$ cat src/rtl/lcd_pkg.sv
// Shared definitions for the LCD frame scheduler and the hd44780 driver.
// Holds the scheduler state encoding, the space character and buffer geometry.
package lcd_pkg;

    localparam int DEPTH = 32;
    localparam int AW    = 5;
    localparam int RAW   = 7;

    localparam logic [7:0] SPACE = 8'h20;

    typedef enum logic [2:0] {
        S_INIT,
        S_IDLE,
        S_ACK,
        S_RUN,
        S_HOLD
    } state_t;

endpackage

$ cat src/rtl/lcd_frame_scheduler_if.sv
// Client write, driver read and driver handshake bundle of the frame scheduler.
// master: clients/driver side; slave: the scheduler (gnt, rd_data, lcd_trg, dirty, ack_err out).
interface lcd_frame_scheduler_if
    import lcd_pkg::*;
();

    logic [1:0]      req;
    logic [2*AW-1:0] req_addr;
    logic [15:0]     req_data;
    logic [1:0]      gnt;
    logic [RAW-1:0]  rd_addr;
    logic [7:0]      rd_data;
    logic            force_refresh;
    logic            lcd_busy;
    logic            lcd_trg;
    logic            dirty;
    logic            ack_err;

    modport master (
        output req, req_addr, req_data, rd_addr, force_refresh, lcd_busy,
        input  gnt, rd_data, lcd_trg, dirty, ack_err
    );

    modport slave (
        input  req, req_addr, req_data, rd_addr, force_refresh, lcd_busy,
        output gnt, rd_data, lcd_trg, dirty, ack_err
    );

endinterface

$ cat src/rtl/lcd_rr_arbiter2.sv
// Two-way round-robin arbiter; a client whose grant is still high is not eligible.
// Ports: clk, rst (async, active-low), req, gnt_q in; winner, valid out.
module lcd_rr_arbiter2 (
    input  logic       clk,
    input  logic       rst,
    input  logic [1:0] req,
    input  logic [1:0] gnt_q,
    output logic       winner,
    output logic       valid
);

    logic       last_q;
    logic [1:0] elig;

    // gnt_q masking stops a second write while the client drops req
    assign elig  = req & ~gnt_q;
    assign valid = |elig;

    always_comb begin
        winner = 1'b0;
        unique case (elig)
            2'b10:   winner = 1'b1;
            2'b11:   winner = ~last_q;
            default: winner = 1'b0;
        endcase
    end

    // last_q resets to 1 so client 0 wins the first tie
    always_ff @(posedge clk or negedge rst) begin
        if (!rst) begin
            last_q <= 1'b1;
        end else if (valid) begin
            last_q <= winner;
        end
    end

endmodule

$ cat src/rtl/lcd_frame_scheduler.sv
// 32-cell shadow frame buffer with two arbitrated writers, a driver read port and refresh scheduler.
// Ports: clk, rst (async, active-low), bus (slave): client req/gnt, rd port, lcd_busy/lcd_trg, dirty, ack_err.
module lcd_frame_scheduler
    import lcd_pkg::*;
#(
    parameter int HOLDOFF = 2500,
    parameter int ACK_TO  = 8
) (
    input  logic                  clk,
    input  logic                  rst,
    lcd_frame_scheduler_if.slave  bus
);

    localparam int HW = $clog2(HOLDOFF + 1);
    localparam int CW = $clog2(ACK_TO + 1);

    logic [7:0]    mem [DEPTH];
    logic [7:0]    rd_q;
    logic [1:0]    gnt_q;
    logic          win;
    logic          win_vld;
    logic [AW-1:0] wr_addr;
    logic [7:0]    wr_data;

    state_t        state_q, state_d;
    logic          dirty_q, dirty_d;
    logic          trg_q, trg_d;
    logic          err_q, err_d;
    logic [HW-1:0] hold_q, hold_d;
    logic [CW-1:0] ack_q, ack_d;

    lcd_rr_arbiter2 u_arb (
        .clk    (clk),
        .rst    (rst),
        .req    (bus.req),
        .gnt_q  (gnt_q),
        .winner (win),
        .valid  (win_vld)
    );

    assign wr_addr = win ? bus.req_addr[2*AW-1:AW] : bus.req_addr[AW-1:0];
    assign wr_data = win ? bus.req_data[15:8] : bus.req_data[7:0];

    // Buffer, registered read port and grant pulse
    always_ff @(posedge clk or negedge rst) begin
        if (!rst) begin
            for (int i = 0; i < DEPTH; i++) begin
                mem[i] <= SPACE;
            end
            rd_q  <= SPACE;
            gnt_q <= 2'b00;
        end else begin
            if (win_vld) begin
                mem[wr_addr] <= wr_data;
            end
            // cells beyond the buffer read as blanks for the driver's 128-cell walk
            if (bus.rd_addr < RAW'(DEPTH)) begin
                rd_q <= mem[bus.rd_addr[AW-1:0]];
            end else begin
                rd_q <= SPACE;
            end
            if (win_vld) begin
                gnt_q <= win ? 2'b10 : 2'b01;
            end else begin
                gnt_q <= 2'b00;
            end
        end
    end

    always_ff @(posedge clk or negedge rst) begin
        if (!rst) begin
            state_q <= S_INIT;
            dirty_q <= 1'b0;
            trg_q   <= 1'b0;
            err_q   <= 1'b0;
            hold_q  <= '0;
            ack_q   <= '0;
        end else begin
            state_q <= state_d;
            dirty_q <= dirty_d;
            trg_q   <= trg_d;
            err_q   <= err_d;
            hold_q  <= hold_d;
            ack_q   <= ack_d;
        end
    end

    always_comb begin
        state_d = state_q;
        dirty_d = dirty_q;
        trg_d   = 1'b0;
        err_d   = err_q;
        hold_d  = hold_q;
        ack_d   = ack_q;
        unique case (state_q)
            S_INIT: begin
                if (!bus.lcd_busy) begin
                    state_d = S_IDLE;
                end
            end
            S_IDLE: begin
                if (dirty_q && !bus.lcd_busy) begin
                    trg_d   = 1'b1;
                    dirty_d = 1'b0;
                    ack_d   = '0;
                    state_d = S_ACK;
                end
            end
            S_ACK: begin
                if (bus.lcd_busy) begin
                    state_d = S_RUN;
                end else if (ack_q == CW'(ACK_TO - 1)) begin
                    err_d   = 1'b1;
                    dirty_d = 1'b1;
                    state_d = S_IDLE;
                end else begin
                    ack_d = ack_q + CW'(1);
                end
            end
            S_RUN: begin
                if (!bus.lcd_busy) begin
                    hold_d  = HW'(HOLDOFF - 1);
                    state_d = S_HOLD;
                end
            end
            S_HOLD: begin
                if (bus.lcd_busy) begin
                    state_d = S_RUN;
                end else if (hold_q == '0) begin
                    state_d = S_IDLE;
                end else begin
                    hold_d = hold_q - HW'(1);
                end
            end
            default: state_d = S_INIT;
        endcase
        // a write or forced refresh on the trigger edge keeps the frame dirty
        if (win_vld || bus.force_refresh) begin
            dirty_d = 1'b1;
        end
    end

    assign bus.gnt     = gnt_q;
    assign bus.rd_data = rd_q;
    assign bus.lcd_trg = trg_q;
    assign bus.dirty   = dirty_q;
    assign bus.ack_err = err_q;

endmodule
$ cat src/flat_wrapper.sv
// flat-port wrapper written by rule: the top's interface ports become plain ports
module lcd_frame_scheduler_flat import lcd_pkg::*;
#(
    parameter int HOLDOFF = 2500,
    parameter int ACK_TO  = 8
)
  (clk, rst, bus_req, bus_req_addr, bus_req_data, bus_rd_addr, bus_force_refresh, bus_lcd_busy, bus_gnt, bus_rd_data, bus_lcd_trg, bus_dirty, bus_ack_err);
  lcd_frame_scheduler_if bus_i ();
  input  logic clk;
  input  logic rst;
  input wire logic [$bits(bus_i.req)-1:0] bus_req;
  input wire logic [$bits(bus_i.req_addr)-1:0] bus_req_addr;
  input wire logic [$bits(bus_i.req_data)-1:0] bus_req_data;
  input wire logic [$bits(bus_i.rd_addr)-1:0] bus_rd_addr;
  input wire logic [$bits(bus_i.force_refresh)-1:0] bus_force_refresh;
  input wire logic [$bits(bus_i.lcd_busy)-1:0] bus_lcd_busy;
  output wire logic [$bits(bus_i.gnt)-1:0] bus_gnt;
  output wire logic [$bits(bus_i.rd_data)-1:0] bus_rd_data;
  output wire logic [$bits(bus_i.lcd_trg)-1:0] bus_lcd_trg;
  output wire logic [$bits(bus_i.dirty)-1:0] bus_dirty;
  output wire logic [$bits(bus_i.ack_err)-1:0] bus_ack_err;
  assign bus_i.req = bus_req;
  assign bus_i.req_addr = bus_req_addr;
  assign bus_i.req_data = bus_req_data;
  assign bus_i.rd_addr = bus_rd_addr;
  assign bus_i.force_refresh = bus_force_refresh;
  assign bus_i.lcd_busy = bus_lcd_busy;
  assign bus_gnt = bus_i.gnt;
  assign bus_rd_data = bus_i.rd_data;
  assign bus_lcd_trg = bus_i.lcd_trg;
  assign bus_dirty = bus_i.dirty;
  assign bus_ack_err = bus_i.ack_err;
  lcd_frame_scheduler #(.HOLDOFF(HOLDOFF), .ACK_TO(ACK_TO)) u_core (.clk(clk), .rst(rst), .bus(bus_i));
endmodule
$ cat config.mk
export PLATFORM = sky130hd
export DESIGN_NAME = lcd_frame_scheduler_flat
export DESIGN_NICKNAME = d
export VERILOG_FILES = /design/src/rtl/lcd_pkg.sv /design/src/rtl/lcd_frame_scheduler_if.sv /design/src/rtl/lcd_rr_arbiter2.sv /design/src/rtl/lcd_frame_scheduler.sv /design/src/flat_wrapper.sv
export SDC_FILE = /design/constraint.sdc
export NUM_CORES = 1
export LEC_CHECK = 0
export CAP_MARGIN = 10
export CORE_UTILIZATION = 40
export CTS_BUF_LIST = sky130_fd_sc_hd__clkbuf_2 sky130_fd_sc_hd__clkbuf_4 sky130_fd_sc_hd__clkbuf_8
export CTS_CLUSTER_SIZE = 25
export DETAILED_ROUTE_END_ITERATION = 7
export SYNTH_ARGS = -nofsm -noshare
export SYNTH_HDL_FRONTEND = slang
export SYNTH_SLANG_ARGS = --single-unit
$ cat constraint.sdc
create_clock -name clk -period 2.1 [get_ports clk]
set_input_delay 0.21 -clock clk [delete_from_list [all_inputs] [get_ports clk]]
set_output_delay 0.21 -clock clk [all_outputs]
set_load 0.02 [all_outputs]
==> qor.yml, run 1 <==
die:
  dieArea_um2: 37220
  initial_utilization_pct: 40.80
  core_area_um2: 35740
  die_y_um: 192.9
  ios: 52
  rows: 69
  dieWidth_um: 192.9
power:
  p_per_area_nw_per_um2: 1067
  p_leak_nw: 7.765
  finalPower_w: 0.01959
  ir_drop_uv: 459.1
finish:
  area_delta_synth_final_pct: 25.93
  nets: 1224
  n_fill_cell: 3074
  diodes: 0
  design_area_um2: 18360
  drive_gt1_share_pct: 52.09
sta:
  setup_viol: 0
  hold_viol: 0
  slew_headroom_pct: 65.33
  max_freq_mhz: 481.8
  worstMarginPinSlew_ns: 0.5183
  maxSlewViolCount: 0
  min_period_ns: 2.076
  fin_skew_ns: 0.02305
  hold_slack_ns: 0.1085
  post-route-period-util_pct: 98.84
  rsz0062_at_grt: "yes"
  finalWorstSetupSlack_ns: 0.02431
clock_network:
  cts_buffers: 49
  cts.sinks: 289
  cts_buffer_depth: 3
  htreeDepth: 2
  ctsRootBufferMaster: "clkbuf_8"
  cts_tree: "done"
  cts.clk_slew.worst_paths_ns: 0.06
  clkLatencyLatePin_ns: 0.59
worst_setup_path:
  rrSetupSlack_ns: 0.02
  crit_path_end_kind: "flop"
  worst-setup-path-type: "reg -> reg"
  cp-start-kind: "flop"
  r2r_end: "u_core.mem[218]"
  crit_fanout: 8
  critPathArrivalTime_ns: 2.53
  crit_required_ns: 2.55
  r2r-start: "u_core.u_arb.last_q"
  r2r_cells: 7
global_routing:
  grt.total_usage_pct: 19.93
  grt_max_degree: 69
  grt_pass1_wl_um: 56510
  antenna_found_initial: 0
  grt_pass1_vias: 9676
  gr-total-overflow: 0
placement:
  post-place-ws_ns: -0.2769
  port_buffers: 51
  routabilityCongestion: 0.8268
  placed_cell_area_um2: 16720
  hpwl_um: 23780
route:
  wirelength_um: 36130
  first_iter_violations: 611
  avgViaCountPerCell: 5.564
  wl_per_cell_um: 21.45
  drc: 9
  postRouteAntennaNets: 0
  dr_total_vias: 9370
  drtPass1Iterations: 7
job:
  maxCapViolations: 0
yosys:
  ys_async_sr_fraction_pct: 100.0
  syn_area_um2: 14580
  synth_edf_count: 0
  syn_avg_cell_area_um2: 14.23
  synth_warnings: 0
  synth_nets: 1067
  synth.largest_area_cell: "dfrtp_1"
  syn_inst: 1025
  yosysTopAreaCellShare_pct: 43.76
  synth.area.top_cells: "dfrtp_1 44%, mux2_2 20%, mux4_2 6.9%"
  synth-seq-area-share_pct: 49.88
  ys.flop_type: "dfrtp_1"
  ys_types: 67
  ys_seq_elements: 289
outcome:
  violations: "DRC"
  status: "finished, violations left"
hold_path:
  hold_path.class: "in -> async"
## synth_stat cells, types with 8 or more instances
| master | instances |
|---|---|
| a211oi_1 | 12 |
| a21oi_1 | 11 |
| a21oi_4 | 16 |
| a221o_1 | 8 |
| a22oi_1 | 16 |
| buf_2 | 18 |
| buf_4 | 11 |
| buf_6 | 10 |
| clkbuf_1 | 36 |
| dfrtp_1 | 255 |
| dfstp_2 | 34 |
| mux2_2 | 261 |
| mux2i_1 | 48 |
| mux4_2 | 45 |
| nand2_1 | 15 |
| nand2b_1 | 8 |
| nand4_1 | 16 |
| nor2_1 | 20 |
| nor2b_1 | 12 |
| nor4_2 | 13 |
| o211ai_1 | 12 |
| o21ai_0 | 12 |
| o21ai_2 | 12 |
## registers in the layout, indices dropped and copies added (netlist names)
name                 cells
u_core.bus.rd_data       8
u_core.ack_q             4
u_core.bus.gnt           2
u_core.bus.dirty         1
u_core.bus.lcd_trg       1
u_core.u_arb.last_q      1
u_core.bus.ack_err       1
u_core.state_q           3
u_core.mem             256
u_core.hold_q           12
## cell type report
class,count,area [µm²],share of cell area (%)
Clock inverter,14,97.59,0.5314
Sequential cell,289,7274,39.61
Tap cell,461,576.8,3.141
Clock buffer,78,973.4,5.301
Multi-Input combinational cell,652,7301,39.76
Timing Repair Buffer,183,2115,11.51
Inverter,7,26.28,0.1431
## power by group
part           switching [W]  total (W)  leakage (nW)  internal [W]
clock network        0.00231    0.00538         0.581       0.00307
registers            0.00105    0.00879          3.59       0.00774
logic                0.00213    0.00542          3.60       0.00329
## worst max-delay path by stage
stage	depth (start not counted)	slack, ns	to	start
6_report	7	0.02	u_core.mem[218]	u_core.u_arb.last_q
5_1_grt	7	-0.04	u_core.mem[104]	u_core.u_arb.last_q
4_1_cts	7	0.005	u_core.mem[246]	u_core.u_arb.last_q
3_5_place_dp	6	-0.28	u_core.mem[20]	bus_req[0]
3_3_place_gp	8	-0.26	u_core.bus.rd_data[6]	bus_rd_addr[0]
2_1_floorplan	7	0.14	u_core.mem[104]	u_core.bus.gnt[1]
## placed cells by master, fill, tap and decap left out, drive strengths merged, types with 8 or more instances in the layout
master / synthesis / final
dfrtp: 255 / 255
o21ai: 24 / 24
clkbuf: 36 / 80
nor2b: 13 / 13
mux2i: 48 / 48
o211ai: 12 / 12
a22oi: 16 / 16
nand4: 16 / 16
clkdlybuf4s50: 0 / 48
a21oi: 27 / 27
nor2: 20 / 20
buf: 41 / 132
a211oi: 12 / 12
nor4: 17 / 17
mux4: 49 / 49
mux2: 264 / 264
nand2: 16 / 16
clkinv: 1 / 13
nand2b: 8 / 8
dfstp: 34 / 34
a221o: 8 / 8
## cells by family after synthesis
logic type | synth area share, %
xor+xnor | 0.06007
fa+ha+maj | 0.2574
buf+inv | 3.192
flops | 49.88
compound gates | 8.443
simple gates | 6.813
mux | 31.35
## worst max-delay path: stages, from the launching register on
cell      delay, ns
dfstp_2        0.57
and3b_2        0.31
buf_12         0.15
buf_6          0.10
o211ai_1       0.14
a21oi_4        0.19
buf_12         0.17
mux2_4         0.30
## stage by stage
| step | setup TNS [ns] | instances | utilization [%] |
|---|---|---|---|
| after floorplan | 0 | 1025 | - |
| after global placement | -45.87 | 1585 | 46.78 |
| after detailed placement | -47.19 | 1585 | 46.78 |
| after CTS | 0 | 1678 | 50.04 |
| after global routing | -1.375 | 1684 | 51.38 |
| final | 0 | 1684 | 51.38 |
## routing by layer
layer | GRT usage, % | share of wire [%] | wire, µm
met4 | 5.769 | 1.8 | 648
met3 | 3.276 | 4.1 | 1469
met1 | 28.76 | 48 | 17430
met5 | 0 | 0 | 0
met2 | 30.93 | 46 | 16580
## timing repair
| item | in CTS | in global routing |
|---|---|---|
| resized for setup | 13 | 96 |
| pin swaps | 1 | 33 |
| gates cloned | 0 | 2 |
| hold buffers | 1 | 0 |
| endpoints found under the setup margin | 90 | 168 |
| buffers inserted | 0 | 4 |
| hold endpoints to repair | 265 | 0 |
Note: power is estimated with default switching activity, not from simulation.
==> run 2, diff against run 1 <==
--- a/config.mk
+++ b/config.mk
@@ -10,6 +10,8 @@
 export CTS_BUF_LIST = sky130_fd_sc_hd__clkbuf_2 sky130_fd_sc_hd__clkbuf_4 sky130_fd_sc_hd__clkbuf_8
 export CTS_CLUSTER_SIZE = 25
 export DETAILED_ROUTE_END_ITERATION = 7
+export DONT_BUFFER_PORTS = 1
 export SYNTH_ARGS = -nofsm -noshare
 export SYNTH_HDL_FRONTEND = slang
 export SYNTH_SLANG_ARGS = --single-unit
+export TNS_END_PERCENT = 1
==> run 2 against run 1 <==
  * The run ends with DRC, hold timing left
  * Count of clock-buffer cells in the layout grew 9
  * Setup slack gained 0.039 ns
  * Maximum frequency grew 1.9%
  * Worst hold slack lost 0.78 ns
  * Final area shrank 7.8%
  * First-iteration DRC count shrank 0.82%
  * Clock power grew 6.9%
  * Combinational power shrank 18%
  * Clock skew shrank 0.012 ns
  * Final cell count shrank 6.7%
  * Critical path type unchanged
  * Highest routed layer unchanged
==> qor.yml, run 2 (synthesis gave the netlist of run 1 again) <==
job:
  maxCapViolations: 0  # unchanged
route:
  wirelength_um: 35140  # was 36130 µm
  dr_total_vias: 9040  # was 9370
  wl_per_cell_um: 22.37  # was 21.45 µm
  avgViaCountPerCell: 5.754  # was 5.564
  drtPass1Iterations: 7  # unchanged
  postRouteAntennaNets: 0  # unchanged
  drc: 8  # was 9
  first_iter_violations: 606  # was 611
die:
  initial_utilization_pct: 40.80  # unchanged
  rows: 69  # unchanged
  core_area_um2: 35740  # unchanged
  ios: 52  # unchanged
  die_y_um: 192.9  # unchanged
  dieArea_um2: 37220  # unchanged
  dieWidth_um: 192.9  # unchanged
power:
  ir_drop_uv: 557.5  # was 459.1 µV
  p_leak_nw: 7.064  # was 7.765 nW
  p_per_area_nw_per_um2: 1122  # was 1067 nW/µm²
finish:
  n_fill_cell: 3206  # was 3074
  finish.utilization_pct: 47.36  # was 51.38%
  drive_gt1_share_pct: 49.55  # was 52.09%
  largest_reg_flops: 256  # unchanged
  nets: 1111  # was 1224
  regMostFlops: "u_core.mem"  # unchanged
  final_cell_mix: "261 x mux2_2, 255 x dfrtp_1, 62 x clkbuf_8, 48 x mux2i_1, 45 x mux4_2"  # was 255 x dfrtp_1, 186 x mux2_2, 81 x buf_4, 78 x mux2_4, 62 x clkbuf_8
  area_delta_synth_final_pct: 16.08  # was 25.93%
  diodes: 0  # unchanged
  layout.cells.most_common: "mux2_2"  # was dfrtp_1
  design_area_um2: 16930  # was 18360 µm²
clock_network:
  cts_tree: "done"  # unchanged
  cts.sinks: 289  # unchanged
  ctsHoldBuffers: 8  # was 1
  cts_buffer_depth: 3  # unchanged
  clkLatencyLatePin_ns: 0.57  # was 0.59 ns
  htreeDepth: 2  # unchanged
  cts_buffers: 50  # was 49
  ctsRootBufferMaster: "clkbuf_8"  # unchanged
  post_cts_buffers: 0  # unchanged
  cts.clk_slew.worst_paths_ns: 0.06  # about the same
sta:
  fin_skew_ns: 0.01103  # was 0.02305 ns
  fin_setup_tns_ns: 0  # unchanged
  rsz0062_at_grt: "yes"  # unchanged
  worstMarginPinSlew_ns: 1.104  # was 0.5183 ns
  hold_slack_ns: -0.6719  # was 0.1085 ns
  maxSlewViolCount: 0  # unchanged
  min_period_ns: 2.037  # was 2.076 ns
  max_freq_mhz: 491.0  # was 481.8 MHz
  setup_viol: 0  # unchanged
  hold_viol: 274  # was 0
  slew_headroom_pct: 26.37  # was 65.33%
  post-route-period-util_pct: 96.98  # was 98.84%
placement:
  port_buffers: 0  # was 51
  placed_cell_area_um2: 15670  # was 16720 µm²
  routabilityCongestion: 0.8448  # was 0.8268
  hpwl_um: 22010  # was 23780 µm
global_routing:
  grt.total_usage_pct: 19.69  # was 19.93%
  grt_max_degree: 290  # was 69
  grt_pass1_wl_um: 55490  # was 56510 µm
  gr-total-overflow: 0  # unchanged
  grt_pass1_vias: 9232  # was 9676
  antenna_found_initial: 0  # unchanged
worst_setup_path:
  critPathArrivalTime_ns: 2.50  # was 2.53 ns
  r2r-start: "u_core.u_arb.last_q"  # unchanged
  crit_required_ns: 2.56  # was 2.55 ns
  rrSetupSlack_ns: 0.06  # was 0.02 ns
  worst-setup-path-type: "reg -> reg"  # unchanged
  r2r_end: "u_core.mem[24]"  # was u_core.mem[218]
  crit_path_end_kind: "flop"  # unchanged
  crit_fanout: 8  # unchanged
  r2r_cells: 5  # was 7
  cp-start-kind: "flop"  # unchanged
outcome:
  violations: "DRC, hold timing"  # was DRC
  status: "finished, violations left"  # unchanged
hold_path:
  hold_path.class: "in -> async"  # unchanged
==> run 2: cell count changes in the layout (fill, tap and decap cells not counted), sizes merged <==
cell | previous run | this run
buf | 132 | 61
clkinv | 13 | 3
dlygate4sd3 | 1 | 8
clkbuf | 80 | 87
clkdlybuf4s50 | 48 | 0
bufinv | 1 | 3
==> run 2: per-stage QoR <==
stage | worst slack, ns | hold WS (ns) | total power (W) | std cells
detailed placement | 0.03716 | -0.07918 | 0.01330 | 1470
finish | 0.06335 | -0.6719 | 0.01899 | 1571
floorplan | 0.1381 | -0.08559 | 0.01209 | 1025
CTS | 0.02061 | -0.6996 | 0.01916 | 1571
global route | -0.007032 | -0.7054 | 0.02002 | 1571
global placement | 0.05324 | -0.08016 | 0.01309 | 1470
==> run 2: how the worst max path moves through the flow <==
stage / start / end / slack (ns)
6_report: u_core.u_arb.last_q / u_core.mem[24] / 0.06
2_1_floorplan: u_core.bus.gnt[1] / u_core.mem[104] / 0.14
4_1_cts: u_core.u_arb.last_q / u_core.mem[32] / 0.02
3_3_place_gp: u_core.u_arb.last_q / u_core.mem[142] / 0.05
3_5_place_dp: u_core.u_arb.last_q / u_core.mem[138] / 0.04
5_1_grt: u_core.bus.gnt[1] / u_core.mem[82] / -0.007
==> run 2: worst max-delay path: stages (launching register included) <==
cell and delay [ns]:
dfstp_2 0.57, nand3b_4 0.15, a2111oi_0 0.50, o21a_1 0.23, buf_12 0.15, mux2_2 0.33
==> run 2: metal layers <==
metal  global-route usage (%)  share of wire, %
met5                        0                 0
met4                    5.409               2.1
met3                    3.330               4.6
met2                    28.83                44
met1                    29.94                49
==> run 2: cell type report <==
type	count	area (µm²)	area share [%]
clock buffers	87	1041	6.150
clock inverters	6	107.6	0.6357
inverters	7	26.28	0.1552
multi-input cells	652	6875	40.62
flip-flops and latches	289	7274	42.97
well taps	461	576.8	3.407
repair buffers	69	1026	6.061
==> run 2: power breakdown <==
group          internal [W]  switching [W]  total [W]
combinational       0.00269        0.00176    0.00445
clock               0.00347        0.00228    0.00575
sequential          0.00774        0.00105    0.00879
==> run 2: timing repair <==
| item | CTS | global route |
|---|---|---|
| setup endpoints to repair | 0 | 37 |
| resized for setup | 0 | 5 |
| endpoints found under the hold margin | 315 | 289 |
==> run 3, diff against run 2 <==
--- a/config.mk
+++ b/config.mk
@@ -5,6 +5,7 @@
 export SDC_FILE = /design/constraint.sdc
 export NUM_CORES = 1
 export LEC_CHECK = 0
+export ABC_AREA = 0
 export CAP_MARGIN = 10
 export CORE_UTILIZATION = 40
 export CTS_BUF_LIST = sky130_fd_sc_hd__clkbuf_2 sky130_fd_sc_hd__clkbuf_4 sky130_fd_sc_hd__clkbuf_8
@@ -14,4 +15,4 @@
 export SYNTH_ARGS = -nofsm -noshare
 export SYNTH_HDL_FRONTEND = slang
 export SYNTH_SLANG_ARGS = --single-unit
-export TNS_END_PERCENT = 1
+export TNS_END_PERCENT = 50
==> results of run 3 <==
No change in the layout: final DEF, timing and power equal those of run 2.
